`config.mk`:
```
export PLATFORM = sky130hd
export DESIGN_NAME = pwm_ctrl
export DESIGN_NICKNAME = d
export VERILOG_FILES = /design/src/rtl/pwm_pkg.sv /design/src/rtl/pwm_prescaler.sv /design/src/rtl/pwm_ctrl.sv
export SDC_FILE = /design/constraint.sdc
export NUM_CORES = 1
export LEC_CHECK = 0
export ABC_CLOCK_PERIOD_IN_PS = 5500
export CORE_ASPECT_RATIO = 0.75
export CORE_MARGIN = 4
export CORE_UTILIZATION = 40
export CTS_CLUSTER_DIAMETER = 80
export DETAILED_ROUTE_END_ITERATION = 10
export HOLD_SLACK_MARGIN = 0.12
export SLEW_MARGIN = 20
export SYNTH_ARGS = -nofsm -noshare
export SYNTH_HDL_FRONTEND = slang
export SYNTH_HIERARCHICAL = 1
export SYNTH_SLANG_ARGS = --single-unit
```
`constraint.sdc`:
```
create_clock -name clk_in -period 5.5 [get_ports clk_in]
set_clock_uncertainty 0.15 [all_clocks]
set_input_delay 0.825 -clock clk_in [delete_from_list [all_inputs] [get_ports clk_in]]
set_output_delay 0.825 -clock clk_in [all_outputs]
set_load 0.005 [all_outputs]
```
`src/rtl/pwm_pkg.sv`:
```
// Shared constants for the PWM controller: register word indices, bit positions, field width.
// No logic; constants only.
// No flow control.
package pwm_pkg;

  // Default width of the prescaler, period and duty fields
  localparam int CW_DEFAULT = 16;

  // Register word indices (byte address bits [4:2])
  localparam logic [2:0] REG_CTRL   = 3'd0;
  localparam logic [2:0] REG_PRESC  = 3'd1;
  localparam logic [2:0] REG_PERIOD = 3'd2;
  localparam logic [2:0] REG_STATUS = 3'd3;
  localparam logic [2:0] REG_DUTY0  = 3'd4;

  // CTRL bit positions; force_update is a write-only pulse
  localparam int CTRL_EN_BIT     = 0;
  localparam int CTRL_IRQ_EN_BIT = 1;
  localparam int CTRL_FORCE_BIT  = 2;

  // STATUS bit positions
  localparam int STATUS_DONE_BIT = 0;

endpackage

```
`src/rtl/pwm_prescaler.sv`:
```
// Programmable prescaler: one-cycle tick every presc+1 enabled cycles.
// tick is combinational from the count register, same cycle as pcnt==presc.
// No backpressure; counter is held at 0 while en is low.
module pwm_prescaler
  import pwm_pkg::*;
#(
  parameter int CW = CW_DEFAULT
) (
  input  logic          clk_in,
  input  logic          reset,
  input  logic          en,
  input  logic [CW-1:0] presc,
  output logic          tick
);

  logic [CW-1:0] pcnt_q;
  logic [CW-1:0] pcnt_d;

  // Tick on the terminal count; >= also recovers if presc is lowered below the running count
  always_comb begin
    tick   = en & (pcnt_q >= presc);
    pcnt_d = pcnt_q + CW'(1);
    if (!en || tick) begin
      pcnt_d = '0;
    end
  end

  // Count register with synchronous reset
  always_ff @(posedge clk_in) begin
    if (reset) begin
      pcnt_q <= '0;
    end else begin
      pcnt_q <= pcnt_d;
    end
  end

endmodule

```
`src/rtl/pwm_ctrl.sv`:
```
// Wishbone PWM controller: shadowed prescaler/period/duty registers, shared period counter, NCH outputs.
// Bus: ack one cycle after request, no wait states; pwm_o registered one cycle after the counter.
// No backpressure; every access is acked once, ack drops the following cycle.
module pwm_ctrl
  import pwm_pkg::*;
#(
  parameter int NCH = 4,
  parameter int CW  = CW_DEFAULT
) (
  input  logic           clk_in,
  input  logic           reset,
  input  logic           wb_cyc_i,
  input  logic           wb_stb_i,
  input  logic           wb_we_i,
  input  logic [2:0]     wb_adr_i,
  input  logic [31:0]    wb_dat_i,
  output logic [31:0]    wb_dat_o,
  output logic           wb_ack_o,
  output logic [NCH-1:0] pwm_o,
  output logic           irq_o
);

  // Bus state
  logic          ack_q;
  logic [31:0]   dat_q;
  logic [31:0]   rdata;

  // Control and status
  logic          en_q;
  logic          en_d;
  logic          irq_en_q;
  logic          done_q;
  logic          irq_q;

  // Shadow (software-visible) and active (in use) timing registers
  logic [CW-1:0] presc_s_q;
  logic [CW-1:0] presc_a_q;
  logic [CW-1:0] period_s_q;
  logic [CW-1:0] period_a_q;
  logic [CW-1:0] duty_s_q [NCH];
  logic [CW-1:0] duty_a_q [NCH];

  // Period counter and outputs
  logic [CW-1:0]  cnt_q;
  logic [NCH-1:0] pwm_q;
  logic [NCH-1:0] pwm_d;

  logic req;
  logic wr;
  logic rd;
  logic wr_ctrl;
  logic wr_status;
  logic en_rise;
  logic force_upd;
  logic tick;
  logic wrap;
  logic commit;

  // Upper write-data bits beyond the field width are not stored
  logic unused_dat;
  assign unused_dat = ^wb_dat_i[31:CW];

  // A request is accepted in the cycle before its ack, so writes land on the ack edge
  assign req       = wb_cyc_i & wb_stb_i & ~ack_q;
  assign wr        = req & wb_we_i;
  assign rd        = req & ~wb_we_i;
  assign wr_ctrl   = wr && (wb_adr_i == REG_CTRL);
  assign wr_status = wr && (wb_adr_i == REG_STATUS);
  assign en_d      = wr_ctrl ? wb_dat_i[CTRL_EN_BIT] : en_q;
  assign en_rise   = en_d & ~en_q;
  assign force_upd = wr_ctrl & wb_dat_i[CTRL_FORCE_BIT];

  pwm_prescaler #(.CW(CW)) u_presc (
    .clk_in (clk_in),
    .reset  (reset),
    .en     (en_q),
    .presc  (presc_a_q),
    .tick   (tick)
  );

  // Last tick of the period; >= guards against a forced period shorter than the current count
  assign wrap   = en_q & tick & (cnt_q >= period_a_q);
  assign commit = wrap | en_rise | force_upd;

  // Register file: software writes hit shadows, actives reload only at safe points
  always_ff @(posedge clk_in) begin
    if (reset) begin
      en_q       <= 1'b0;
      irq_en_q   <= 1'b0;
      presc_s_q  <= '0;
      presc_a_q  <= '0;
      period_s_q <= '0;
      period_a_q <= '0;
      for (int i = 0; i < NCH; i++) begin
        duty_s_q[i] <= '0;
        duty_a_q[i] <= '0;
      end
    end else begin
      en_q <= en_d;
      if (wr_ctrl) begin
        irq_en_q <= wb_dat_i[CTRL_IRQ_EN_BIT];
      end
      if (wr && wb_adr_i == REG_PRESC) begin
        presc_s_q <= wb_dat_i[CW-1:0];
      end
      if (wr && wb_adr_i == REG_PERIOD) begin
        period_s_q <= wb_dat_i[CW-1:0];
      end
      for (int i = 0; i < NCH; i++) begin
        if (wr && wb_adr_i == REG_DUTY0 + 3'(i)) begin
          duty_s_q[i] <= wb_dat_i[CW-1:0];
        end
      end
      if (commit) begin
        presc_a_q  <= presc_s_q;
        period_a_q <= period_s_q;
        for (int i = 0; i < NCH; i++) begin
          duty_a_q[i] <= duty_s_q[i];
        end
      end
    end
  end

  // Sticky done flag; a wrap on the same edge as a clear wins
  always_ff @(posedge clk_in) begin
    if (reset) begin
      done_q <= 1'b0;
    end else if (wrap) begin
      done_q <= 1'b1;
    end else if (wr_status && wb_dat_i[STATUS_DONE_BIT]) begin
      done_q <= 1'b0;
    end
  end

  // Period counter advances on prescaler ticks, parked at 0 while disabled
  always_ff @(posedge clk_in) begin
    if (reset || !en_q) begin
      cnt_q <= '0;
    end else if (wrap) begin
      cnt_q <= '0;
    end else if (tick) begin
      cnt_q <= cnt_q + CW'(1);
    end
  end

  // Compare each active duty against the shared count
  always_comb begin
    pwm_d = '0;
    for (int i = 0; i < NCH; i++) begin
      pwm_d[i] = en_q & (cnt_q < duty_a_q[i]);
    end
  end

  // Registered outputs and interrupt
  always_ff @(posedge clk_in) begin
    if (reset) begin
      pwm_q <= '0;
      irq_q <= 1'b0;
    end else begin
      pwm_q <= pwm_d;
      irq_q <= done_q & irq_en_q;
    end
  end

  // Read mux: shadows are read back so software sees what it wrote
  always_comb begin
    rdata = '0;
    case (wb_adr_i)
      REG_CTRL: begin
        rdata[CTRL_EN_BIT]     = en_q;
        rdata[CTRL_IRQ_EN_BIT] = irq_en_q;
      end
      REG_PRESC:  rdata = 32'(presc_s_q);
      REG_PERIOD: rdata = 32'(period_s_q);
      REG_STATUS: rdata[STATUS_DONE_BIT] = done_q;
      default: begin
        for (int i = 0; i < NCH; i++) begin
          if (wb_adr_i == REG_DUTY0 + 3'(i)) begin
            rdata = 32'(duty_s_q[i]);
          end
        end
      end
    endcase
  end

  // Single-cycle ack; read data presented only alongside a read ack
  always_ff @(posedge clk_in) begin
    if (reset) begin
      ack_q <= 1'b0;
      dat_q <= '0;
    end else begin
      ack_q <= wb_cyc_i & wb_stb_i & ~ack_q;
      dat_q <= rd ? rdata : 32'd0;
    end
  end

  assign wb_ack_o = ack_q;
  assign wb_dat_o = dat_q;
  assign pwm_o    = pwm_q;
  assign irq_o    = irq_q;

endmodule

```
# After elaboration in Yosys (flattened, before gate mapping)
# Memory sizes are Yosys's and may differ from the RTL's.
# Cells that the tools add are included.
classes:
  add_sub_neg: 2
  n_lt_le_gt_ge: 6
  eq_ne: 7
  n_mux: 35
  bitwise_logic: 28
  reduce_logical: 18
op_table:
  columns: ["op", "n"]
  rows:
  - ["$mux 16", 9]
  - ["$mux 32", 3]
  - ["$pmux 30 s3", 1]
  - ["$lt 16x16->1", 4]
  - ["$add 16x1->16 const B", 2]
  - ["$ge 16x16->1", 2]
  - ["$mux 1", 20]
  - ["$and 1x1->1", 14]
  - ["$eq 3x3->1 const B", 4]
  - ["$or 1x1->1", 10]
  - ["$logic_and 1x1->1", 9]
  - ["$pmux 1 s4", 2]
  - ["$reduce_or 2->1", 4]
  - ["$eq 3x2->1 const B", 2]
  - ["$not 1->1", 4]
  - ["$eq 3x1->1 const B", 1]
  - ["$logic_not 3->1", 1]
  - ["$logic_or 1x1->1", 2]
  - ["$reduce_bool 2->1", 1]
  - ["$logic_not 1->1", 1]
totals:
  ff_bits: 137
  ram_bits: 128
  input_bits: 40
  out_inout_bits: 38
  elab_cells: 111
  n_memories: 2
memory_table:
  columns: ["name", "depth", "width", "read_ports", "rd_ports_with_merged_regs", "write_ports", "line_no", "source"]
  rows:
  - ["duty_a_q", 4, 16, 4, 0, 4, "pwm_ctrl.sv:41", "logic [CW-1:0] duty_a_q [NCH];"]
  - ["duty_s_q", 4, 16, 4, 0, 4, "pwm_ctrl.sv:40", "logic [CW-1:0] duty_s_q [NCH];"]

# Logic depth before layout (Yosys ltp)
# Gate-level depths: netlist (run 1).
logic_depth:
  ltp_word: 12
  ltp_mapped: 15
  mapped_depth_nobuf: 12

# Modules after synthesis
# The synthesis (run 1) kept the hierarchy.
modules_own_cells:
  columns: ["module", "instances", "cells_each", "area_per_inst_um2", "seq_area_each_um2"]
  rows:
  - ["pwm_ctrl", 1, 1056, 11184.5, 5945.7]
  - ["pwm_prescaler", 1, 134, 1112.3, 320.3]

# Least setup slack after synthesis (run 1)
# Ideal clock, no wire load.
synth_timing:
  path_kind: "register -> register"
  start: "register presc_a_q[14]"
  end: "memory duty_a_q[0][0] in the netlist's numbering (enable)"
  setup_time_ns: 0.688
  arrival_ns: 3.824
  t_required_ns: 4.662
  slack_ns: 0.838
  path_stages_with_launch: 16
  n_path_buf: 3
  period_less_slack_ns: 4.662
  cell_sequence: "dfxtp_1 inv_1 ha_1 and3_1 o21ai_0 o2111ai_1 o21a_1 buf_2 and4_1 a32oi_1 o21ai_0 a21oi_2 and2_4 buf_6 buf_6 nand2_1"
synth_lines:
  columns: ["item", "line_no", "source"]
  rows:
  - ["from (decl)", "pwm_ctrl.sv:37", "logic [CW-1:0] presc_a_q;"]
  - ["from (signal assigned)", "pwm_ctrl.sv:115", "presc_a_q <= presc_s_q;"]
  - ["to (decl)", "pwm_ctrl.sv:41", null]

==> results of run 1 <==
tightest hold or removal path, stage by stage (launching register included):
cell     delay, ps
dfxtp_1        310
nand4_1         60
o21ai_1         50
per-layer routing:
metal	up-vias	global-route usage (%)	part of all wire, %
li1	4180	-	-
met1	4048	28.3	50
met2	194	26.6	42
met3	44	3.08	5.3
met4	0	4.01	2.1
met5	-	0	0
cell usage after synthesis (all sizes together) (9+ instances only):
cell	count	area share, %
mux2i	22	1.8
ha	94	9.6
a21oi	75	3.2
dfxtp	121	20
xnor2	14	1.0
buf	24	1.5
nand2	140	4.3
nor3	22	0.90
nor2b	9	0.46
clkbuf	43	1.3
a21o	11	0.67
inv	99	3.0
mux4	17	3.1
o21ai	29	1.2
a22oi	14	0.85
nand4	33	1.7
and2	130	6.6
nand3	19	0.88
nor2	69	2.1
edfxtp	128	31
xor2	13	0.93
state kept, by name, summed over array words and instances, names as in the netlist:
register	count
presc_a_q	16
presc_s_q	16
cnt_q	16
duty_s_q	64
period_a_q	16
irq_en_q	1
wb_dat_o	16
u_presc/pcnt_q	16
duty_a_q	64
period_s_q	16
done_q	1
wb_ack_o	1
pwm_o	4
irq_o	1
en_q	1
report_power, final:
part	total, mW	internal, mW	switching (mW)
sequential	2.01	1.99	0.0184
combinational	0.185	0.0643	0.121
clock	1.91	1.15	0.760
cell families after synthesis:
group / synth area share (%)
compound gates: 8.16
simple gates: 18.6
fa+ha+maj: 9.56
xor+xnor: 1.92
flops: 51.0
buf+inv: 5.83
other cells: 0.0305
mux: 4.90
per-stage QoR:
stage          power (mW)  hold WS, ps
6_report             4.11          308
5_1_grt              4.24          336
4_1_cts              4.14          313
3_5_place_dp         2.24          304
3_3_place_gp         2.23          300
2_1_floorplan        2.15          288
final cells by class:
cell class              instances  area, µm²  share of cell area, %
flip-flops and latches        249       6270                   44.4
inverters                      99        372                   2.63
well taps                     399        499                   3.54
multi-input cells             790       5400                   38.3
clock buffers                  37        795                   5.63
clock inverters                13        153                   1.08
repair buffers                 67        627                   4.44
worst max-delay path by stage:
stage | to | slack, ps | from | cells after the start
2_1_floorplan | duty_a_q[0][0]$_SDFFCE_PN0P_ | 840 | presc_a_q[14]$_SDFFE_PP0P_ | 15
3_3_place_gp | duty_a_q[1][13]$_SDFFCE_PN0P_ | 1390 | presc_a_q[13]$_SDFFE_PP0P_ | 13
3_5_place_dp | duty_a_q[0][13]$_SDFFCE_PN0P_ | 1280 | presc_a_q[14]$_SDFFE_PP0P_ | 13
4_1_cts | duty_a_q[1][7]$_SDFFCE_PN0P_ | 1230 | presc_a_q[14]$_SDFFE_PP0P_ | 13
5_1_grt | duty_a_q[3][12]$_SDFFCE_PN0P_ | 1020 | presc_a_q[13]$_SDFFE_PP0P_ | 13
6_report | duty_a_q[2][13]$_SDFFCE_PN0P_ | 1290 | presc_a_q[14]$_SDFFE_PP0P_ | 13
==> impl_results.md, run 1 <==
- Critical path fanouts, max: 40
- GPL Wtd Cong: ~0.84
- R2R Setup Slk: 1290 ps
- Largest stage delay, worst path: approximately 500 ps
- Crit path capture type: flip-flop
- Number of DRC markers in iteration 0: 729
- I/O Pins: about 80
- Final wirelength: 31.2 mm
- Clock root buffer: clkbuf_16
- DP HPWL: about 22 mm
- DR vias/cell: 5.12
- Num CTS Buffers: 27
- Most common cell after layout, fill and taps aside: nand2_1
- Syn Area/Cell: 10.3 µm²
- Commonest non-fill, non-tap cells in the layout: 139 x nand2_1, 129 x and2_1, 128 x edfxtp_1
- Clock sinks: 249
- Ys Warns: 6
- Hold Path Origin: period_a_q[1]$_SDFFE_PP0P_
- Min Tclk post-route: 4210 ps
- Largest net degree at the start of global routing: 65
- CP max-delay cell: nand2_2
- Die W: approximately 210 µm
- Non-filler cells, final: around 1,700
- Worst slew pin tran: 833 ps
- Nets: between 1,000 and 1,500
- First-pass DRT Iterations: 5
- Top delay family on crit path: simple AND/OR/NAND/NOR gates
- CTS tree: done
- Post-synth EDFFs: roughly 130
- Placed insts: 1,603
- Final instance area: 14,100 µm²
- Maximum vdd drop: 0.000205 V
- Critical path class: flip-flop to flip-flop
- Remaining routing DRC violations: 0
- Number of routed nets with antenna violations: 0
- Final setup violation count: 0
- Port-buffer cells: 45
- Total grt overflow: 0
- CTS clk-pin slew, worst paths: 60 ps
- Synthesis-to-layout area growth: 14.7%
- Sink of the worst hold path: period_a_q[1]$_SDFFE_PP0P_
- Final setup TNS: 0 ps
- ANT cells: 0
- Status: finished, final reports clean
- Drt wl/cell: 18.9 µm
- First-pass GRT wire length: 47.9 mm
- # hold bufs at CTS: 0
- Cells after Synth: around 1,200
- Seq/Total Area, Yosys: 51.0%
- Clk buf depth: 3
- Post-place setup slack: 1280 ps
- Post-layout util: between 40 and 50%
- Max-slew violations: 0
- Hold depth: 2
- Netlist cell types: 55
- Synth Flop Type: edfxtp_1
- Worst r2r src: presc_a_q[14]$_SDFFE_PP0P_
- Layout cells sized above 1: 7.89%
- Slew headroom: 43.1%
- Yosys reg bits: between 200 and 250
- Setup Buffers After CTS: 0
- Final worst-path cycle share: roughly three quarters
- Register-to-Register Path Depth: 13
- Htree depth: 1
- Synth async-reset ratio: 0%
- Hold WC Path Type: flip-flop to flip-flop
- CP Launch Type: flip-flop
- CP Cell Sequence: inv_1, ha_1, nand4_1, nor4_1, and2_1, o21a_1, and4_1, nand3_1, nor3_1, a21oi_2, and2_4, nand2_2, buf_12
- RSZ-0062 raised after global routing: false
- Power Density: 291 nW/µm²
- FP Rows: 55
- PnR worst setup slack: 1290 ps
- Die area: 33,600 µm²
- Clock Latency Late Sink: 550 ps
- Reg-to-reg endpoint: duty_a_q[2][13]$_SDFFCE_PN0P_
- Cell Area, Placed: 13,100 µm²
- Core region area: 30,200 µm²
- Vias: 8,466
- Leak: between 5 and 6 nW
- Initial Utilization: between 40% and 50%
- Initial antenna violation count: 1
- Mapped cell area: 12,300 µm²
- Critical Path RT: 5580 ps
- Arrival @ worst endpoint: 4290 ps
- Buffer and inverter count on the worst path: 2
- Post-CTS resize count: 0
- Number of global-route vias before repair: a little over 8,000
- FMAX: 0.238 GHz
- Fillers: 2,785
- DIE HEIGHT: 160 µm
- Max cap viols: 0
- Final Hold Viols: 0
- Tot GR Track Use: between 10% and 20%
Power figures use the tool's default switching activity.
==> run 2, diff against run 1 <==
--- a/config.mk
+++ b/config.mk
@@ -5,7 +5,7 @@
 export SDC_FILE = /design/constraint.sdc
 export NUM_CORES = 1
 export LEC_CHECK = 0
-export ABC_CLOCK_PERIOD_IN_PS = 5500
+export ABC_CLOCK_PERIOD_IN_PS = 3800
 export CORE_ASPECT_RATIO = 0.75
 export CORE_MARGIN = 4
 export CORE_UTILIZATION = 40
==> constraint.sdc (replaced) <==
create_clock -name clk_in -period 3.8 [get_ports clk_in]
set_clock_uncertainty 0.15 [all_clocks]
set_input_delay 0.57 -clock clk_in [delete_from_list [all_inputs] [get_ports clk_in]]
set_output_delay 0.57 -clock clk_in [all_outputs]
set_load 0.005 [all_outputs]
==> run 2 against run 1 <==
  * Via count is 0.87% higher
  * Critical path depth unchanged
  * Core utilization grew 0.12 points
  * Die area did not move
  * Count of clock-buffer cells in the layout decreased by 3
  * Register-to-register slack lost 1000 ps
  * Wire length is essentially flat
  * Worst hold slack improved by 3.7 ps
  * Fmax rose by 20%
  * Total power is 41% higher
  * Clock power up 36%
  * Worst setup slack lost 1000 ps
==> impl_results.md, run 2 (synthesized netlist as in run 1, its figures left out) <==
- GPL Wtd Cong: 0.839 (-0.49%)
- ANT cells: 0 (unchanged)
- PnR worst setup slack: 279 ps (-1010 ps)
- DR vias/cell: 5.12 (about the same)
- Arrival @ worst endpoint: 3590 ps (-700 ps)
- Clock network power share: 44.9% (-1.7 points)
- Final Power: 5.78 mW (+41%)
- Die W: 210 µm (unchanged)
- Buffer and inverter count on the worst path: 2 (unchanged)
- Seq pwr share: 50.4% (+1.5 points)
- NetSw: 1.27 mW (+41%)
- Clk buf depth: 3 (unchanged)
- Clock sinks: 249 (unchanged)
- Commonest non-fill, non-tap cells in the layout: 139 x nand2_1, 129 x and2_1, 128 x edfxtp_1
- Leak: 5.46 nW (+0.58%)
- CP Launch Type: flip-flop
- Largest net degree at the start of global routing: 52 (-20%)
- First-pass DRT Iterations: 5 (unchanged)
- Slew headroom: 50.2% (+7.1 points)
- Maximum vdd drop: 0.000340 V (+66%)
- CP Cell Sequence: inv_1, ha_1, nand4_1, nor4_1, and2_1, o21a_1, and4_1, nand3_1, nor3_1, a21oi_2, and2_4, nand2_4, buf_12
- Crit path capture type: flip-flop
- Initial antenna violation count: 1 (unchanged)
- Clock Latency Late Sink: 540 ps (about the same)
- Post-layout util: 46.8% (+0.12 points)
- Largest stage delay, worst path: 460 ps (-40 ps)
- Final setup violation count: 0 (unchanged)
- Clock root buffer: clkbuf_16
- Post-CTS resize count: 0 (unchanged)
- Switching fraction of total power: 22.0% (+0.063 points)
- Status: finished, final reports clean
- Register Area: 6270 µm² (unchanged)
- Fillers: 2,767 (-0.65%)
- Min Tclk post-route: 3520 ps (-690 ps)
- DP HPWL: 22.1 mm (+1.1%)
- Final worst-path cycle share: 92.7% (+16 points)
- Nets: 1,382 (+1.0%)
- FP Rows: 55 (unchanged)
- P_int: 4.51 mW (+40%)
- Final setup TNS: 0 ps (unchanged)
- Die area: 33,600 µm² (unchanged)
- Worst slew pin tran: 748 ps (-84.9 ps)
- Most common cell after layout, fill and taps aside: nand2_1
- CP max-delay cell: nor4_1
- Max-slew violations: 0 (unchanged)
- Layout cells sized above 1: 8.04% (+0.15 points)
- Critical path fanouts, max: 30 (-25%)
- Max cap viols: 0 (unchanged)
- Total grt overflow: 0 (unchanged)
- Synthesis-to-layout area growth: 15.0%
- Comb power frac: 4.7% (+0.2 points)
- Top delay family on crit path: simple AND/OR/NAND/NOR gates
- Port-buffer cells: 45 (unchanged)
- Number of DRC markers in iteration 0: 798 (+9.5%)
- Remaining routing DRC violations: 0 (unchanged)
- Biggest regs: duty_a_q: 64 flops, duty_s_q: 64 flops
- Final wirelength: 31.2 mm (about the same)
- Setup Buffers After CTS: 0 (unchanged)
- Drt wl/cell: 18.7 µm (-0.86%)
- Final Hold Viols: 0 (unchanged)
- CTS clk-pin slew, worst paths: 60 ps (about the same)
- Initial Utilization: 40.7% (unchanged)
- CTS tree: done
- Num CTS Buffers: 27 (unchanged)
- # hold bufs at CTS: 0 (unchanged)
- Vias: 8,540 (+0.87%)
- Number of routed nets with antenna violations: 0 (unchanged)
- I/O Pins: 78 (unchanged)
- Number of global-route vias before repair: 8,405 (+3.3%)
- DIE HEIGHT: 160 µm (unchanged)
- First-pass GRT wire length: 48.8 mm (+1.8%)
- Hold WC Path Type: flip-flop to flip-flop
- Power Density: 408 nW/µm² (+40%)
- Critical path class: flip-flop to flip-flop
- Tot GR Track Use: 18.4% (+0.19 points)
- Htree depth: 1 (unchanged)
- Critical Path RT: 3870 ps (-1710 ps)
- FMAX: 0.284 GHz (+20%)
- RSZ-0062 raised after global routing: false
- Multi-input gate area: 5390 µm² (-0.16%)
- Post-place setup slack: 385 ps (-892 ps)
- Core region area: 30,200 µm² (unchanged)
run 2: cell type report:
type	instances	share of cell area, %
inverter	99	2.63
clock buffer	34	5.03
clock inverter	16	1.09
timing repair buffer	81	5.33
tap	399	3.53
multi-input combinational	790	38.1
sequential	249	44.3
run 2: layer usage:
layer | global-route usage (%) | wire length [µm]
met5 | 0 | 17
met4 | 3.42 | 521
met3 | 2.83 | 1760
met2 | 27.0 | 13200
met1 | 29.0 | 15700
run 2: path summary, 6_finish.rpt:
path / from / end / slack (ps) / cells past startpoint
hold / removal: presc_a_q[11]$_SDFFE_PP0P_ / presc_a_q[11]$_SDFFE_PP0P_ / 310 / 2
hold reg to reg: presc_a_q[11]$_SDFFE_PP0P_ / presc_a_q[11]$_SDFFE_PP0P_ / 310 / 2
setup / recovery: presc_a_q[14]$_SDFFE_PP0P_ / duty_a_q[0][7]$_SDFFCE_PN0P_ / 280 / 13
setup reg to reg: presc_a_q[14]$_SDFFE_PP0P_ / duty_a_q[0][7]$_SDFFCE_PN0P_ / 280 / 13
run 2: power by group through the flow:
stage	sequential, mW	clock, mW	combinational (mW)
2_1_floorplan	2.96	0	0.158
3_3_place_gp	2.97	0	0.269
3_5_place_dp	2.97	0	0.272
4_1_cts	2.91	2.65	0.274
5_1_grt	2.91	2.77	0.297
6_report	2.91	2.59	0.273
run 2: per-stage QoR:
step	std cells	instance area, µm²	hold slack, ps
2_1_floorplan	1205	12400	288
5_1_grt	1668	14100	332
3_3_place_gp	1618	13300	299
6_report	1668	14100	312
4_1_cts	1668	14100	315
3_5_place_dp	1618	13300	303
run 2: tightest hold or removal path: stages (launching register included):
cell	delay [ps]
dfxtp_1	310
nand2_1	50
mux2i_1	50
==> run 3, diff against run 2 <==
--- a/config.mk
+++ b/config.mk
@@ -10,6 +10,7 @@
 export CORE_MARGIN = 4
 export CORE_UTILIZATION = 40
 export CTS_CLUSTER_DIAMETER = 80
+export CTS_CLUSTER_SIZE = 20
 export DETAILED_ROUTE_END_ITERATION = 10
 export HOLD_SLACK_MARGIN = 0.12
 export SLEW_MARGIN = 20
==> run 3 against run 2 <==
  * Flip-flop and latch count unchanged
  * Combinational power about the same
  * Sequential share of layout area up 1.2 points
  * Final area shrank 2.7%
  * Wire length is 1.0% lower
  * Critical path type unchanged
  * Critical endpoint is now duty_a_q[0][13]$_SDFFCE_PN0P_
  * Largest power group unchanged
==> impl_results.md, run 3 (synthesized netlist as in run 1, its figures left out) <==
- Tot GR Track Use: 18.2% (-0.17 points)
- Post-CTS resize count: 0 (unchanged)
- P_int: 3.84 mW (-15%)
- Number of routed nets with antenna violations: 0 (unchanged)
- Cell Area, Placed: 13,300 µm² (unchanged)
- Placed insts: 1,618 (unchanged)
- Nets: 1,371 (-0.80%)
- Num CTS Buffers: 16 (-41%)
- Initial Utilization: 40.7% (unchanged)
- CTS tree: done
- Leak: 5.27 nW (-3.5%)
- Remaining routing DRC violations: 0 (unchanged)
- Initial antenna violation count: 0 (-1)
- Max-slew violations: 0 (unchanged)
- Status: finished, final reports clean
- Worst slew pin tran: 760 ps (+12.7 ps)
- # hold bufs at CTS: 0 (unchanged)
- Power Density: 361 nW/µm² (-12%)
- Die area: 33,600 µm² (unchanged)
- Largest net degree at the start of global routing: 52 (unchanged)
- Clk buf depth: 3 (unchanged)
- Clock network power share: 36.0% (-8.9 points)
- Final setup violation count: 0 (unchanged)
- DR vias/cell: 5.13 (+0.19%)
- CTS clk-pin slew, worst paths: 90 ps (+30 ps)
- DIE HEIGHT: 160 µm (unchanged)
- Non-filler cells, final: 1,645 (-1.4%)
- Arrival @ worst endpoint: 3510 ps (-80 ps)
- First-pass DRT Iterations: 5 (unchanged)
- Hold WC Path Type: flip-flop to flip-flop
- Clock root buffer: clkbuf_16
- Crit path capture type: flip-flop
- Htree depth: 1 (unchanged)
- Maximum vdd drop: 0.000277 V (-18%)
- GPL Wtd Cong: 0.839 (unchanged)
- Final Hold Viols: 0 (unchanged)
- First-pass GRT wire length: 48.4 mm (-0.81%)
- Port-buffer cells: 45 (unchanged)
- Number of global-route vias before repair: 8,273 (-1.6%)
- Critical Path RT: 3840 ps (-30 ps)
- Vias: 8,438 (-1.2%)
- Core region area: 30,200 µm² (unchanged)
- I/O Pins: 78 (unchanged)
- Synthesis-to-layout area growth: 11.9%
- Max cap viols: 0 (unchanged)
- NetSw: 1.13 mW (-11%)
- Final wirelength: 30.9 mm (-1.0%)
- Biggest regs: duty_a_q: 64 flops, duty_s_q: 64 flops
- Comb power frac: 5.5% (+0.8 points)
- DP HPWL: 22.1 mm (unchanged)
- CP max-delay cell: nor4_1
- Commonest non-fill, non-tap cells in the layout: 139 x nand2_1, 129 x and2_1, 128 x edfxtp_1
- Drt wl/cell: 18.8 µm (+0.37%)
- Total grt overflow: 0 (unchanged)
- FMAX: 0.289 GHz (+1.7%)
- Clock sinks: 249 (unchanged)
- Slew headroom: 49.3% (-0.85 points)
- Clock Latency Late Sink: 500 ps (-40 ps)
- Final worst-path cycle share: 91.1% (-1.6 points)
- ANT cells: 0 (unchanged)
- FP Rows: 55 (unchanged)
- Critical path fanouts, max: 30 (unchanged)
- Number of DRC markers in iteration 0: 658 (-18%)
- Setup Buffers After CTS: 0 (unchanged)
- Most common cell after layout, fill and taps aside: nand2_1
- Die W: 210 µm (unchanged)
- Final instance area: 13,800 µm² (-2.7%)
- Seq pwr share: 58.5% (+8.1 points)
- Layout cells sized above 1: 6.74% (-1.3 points)
- Min Tclk post-route: 3460 ps (-60.2 ps)
- Critical path class: flip-flop to flip-flop
- Final setup TNS: 0 ps (unchanged)
- CP Launch Type: flip-flop
- RSZ-0062 raised after global routing: false
- Largest stage delay, worst path: 450 ps (about the same)
- Switching fraction of total power: 22.7% (+0.77 points)
- CP Cell Sequence: inv_1, ha_1, nand4_1, nor4_1, and2_1, o21a_1, and4_1, nand3_1, nor3_1, a21oi_2, and2_4, nand2_4, buf_12
[run 3: final cells by class]
type	count	area [µm²]
fill	2797	16500
sequential	249	6270
multi-input combinational	790	5390
timing repair buffer	81	753
tap	399	499
clock buffer	26	469
inverter	99	372
clock inverter	1	11.3
[run 3: power by group through the flow]
stage	clock [mW]	sequential, mW	combinational, mW
floorplan	0	2.96	0.158
global placement	0	2.97	0.269
detailed placement	0	2.97	0.272
CTS	1.82	2.91	0.273
global route	1.94	2.91	0.297
finish	1.79	2.91	0.272
[run 3: final timing paths]
kind	start	to	slack (ps)	cells past startpoint
setup / recovery	presc_a_q[14]$_SDFFE_PP0P_	duty_a_q[0][13]$_SDFFCE_PN0P_	340	13
hold / removal	presc_a_q[14]$_SDFFE_PP0P_	presc_a_q[14]$_SDFFE_PP0P_	310	2
setup reg to reg	presc_a_q[14]$_SDFFE_PP0P_	duty_a_q[0][13]$_SDFFCE_PN0P_	340	13
hold reg to reg	presc_a_q[14]$_SDFFE_PP0P_	presc_a_q[14]$_SDFFE_PP0P_	310	2
[run 3: per-stage QoR]
step	worst slack (ps)	power [mW]	hold WS, ps	utilization [%]
after global routing	83.8	5.15	335	45.5
after detailed placement	385	3.24	303	44.0
after global placement	390	3.24	299	44.0
after floorplan	102	3.11	288	-
final	339	4.96	314	45.5
after CTS	344	5.00	319	45.5
[run 3: metal layers]
layer,up-vias,wire (µm),global-route usage [%]
li1,4168,-,-
met1,4048,15900,29.2
met2,198,12900,26.7
met3,24,1690,2.63
met4,0,398,2.47
met5,-,0,0
[run 3: critical path: cells and delay by family, from the launching register on]
| kind | cells | cell delay, ps |
|---|---|---|
| AO/OA/AOI/OAI | 2 | 330 |
| flip-flops | 1 | 330 |
| AND/OR/NAND/NOR | 8 | 1760 |
| adder cells (fa/ha/maj) | 1 | 300 |
| buffers and inverters | 2 | 270 |
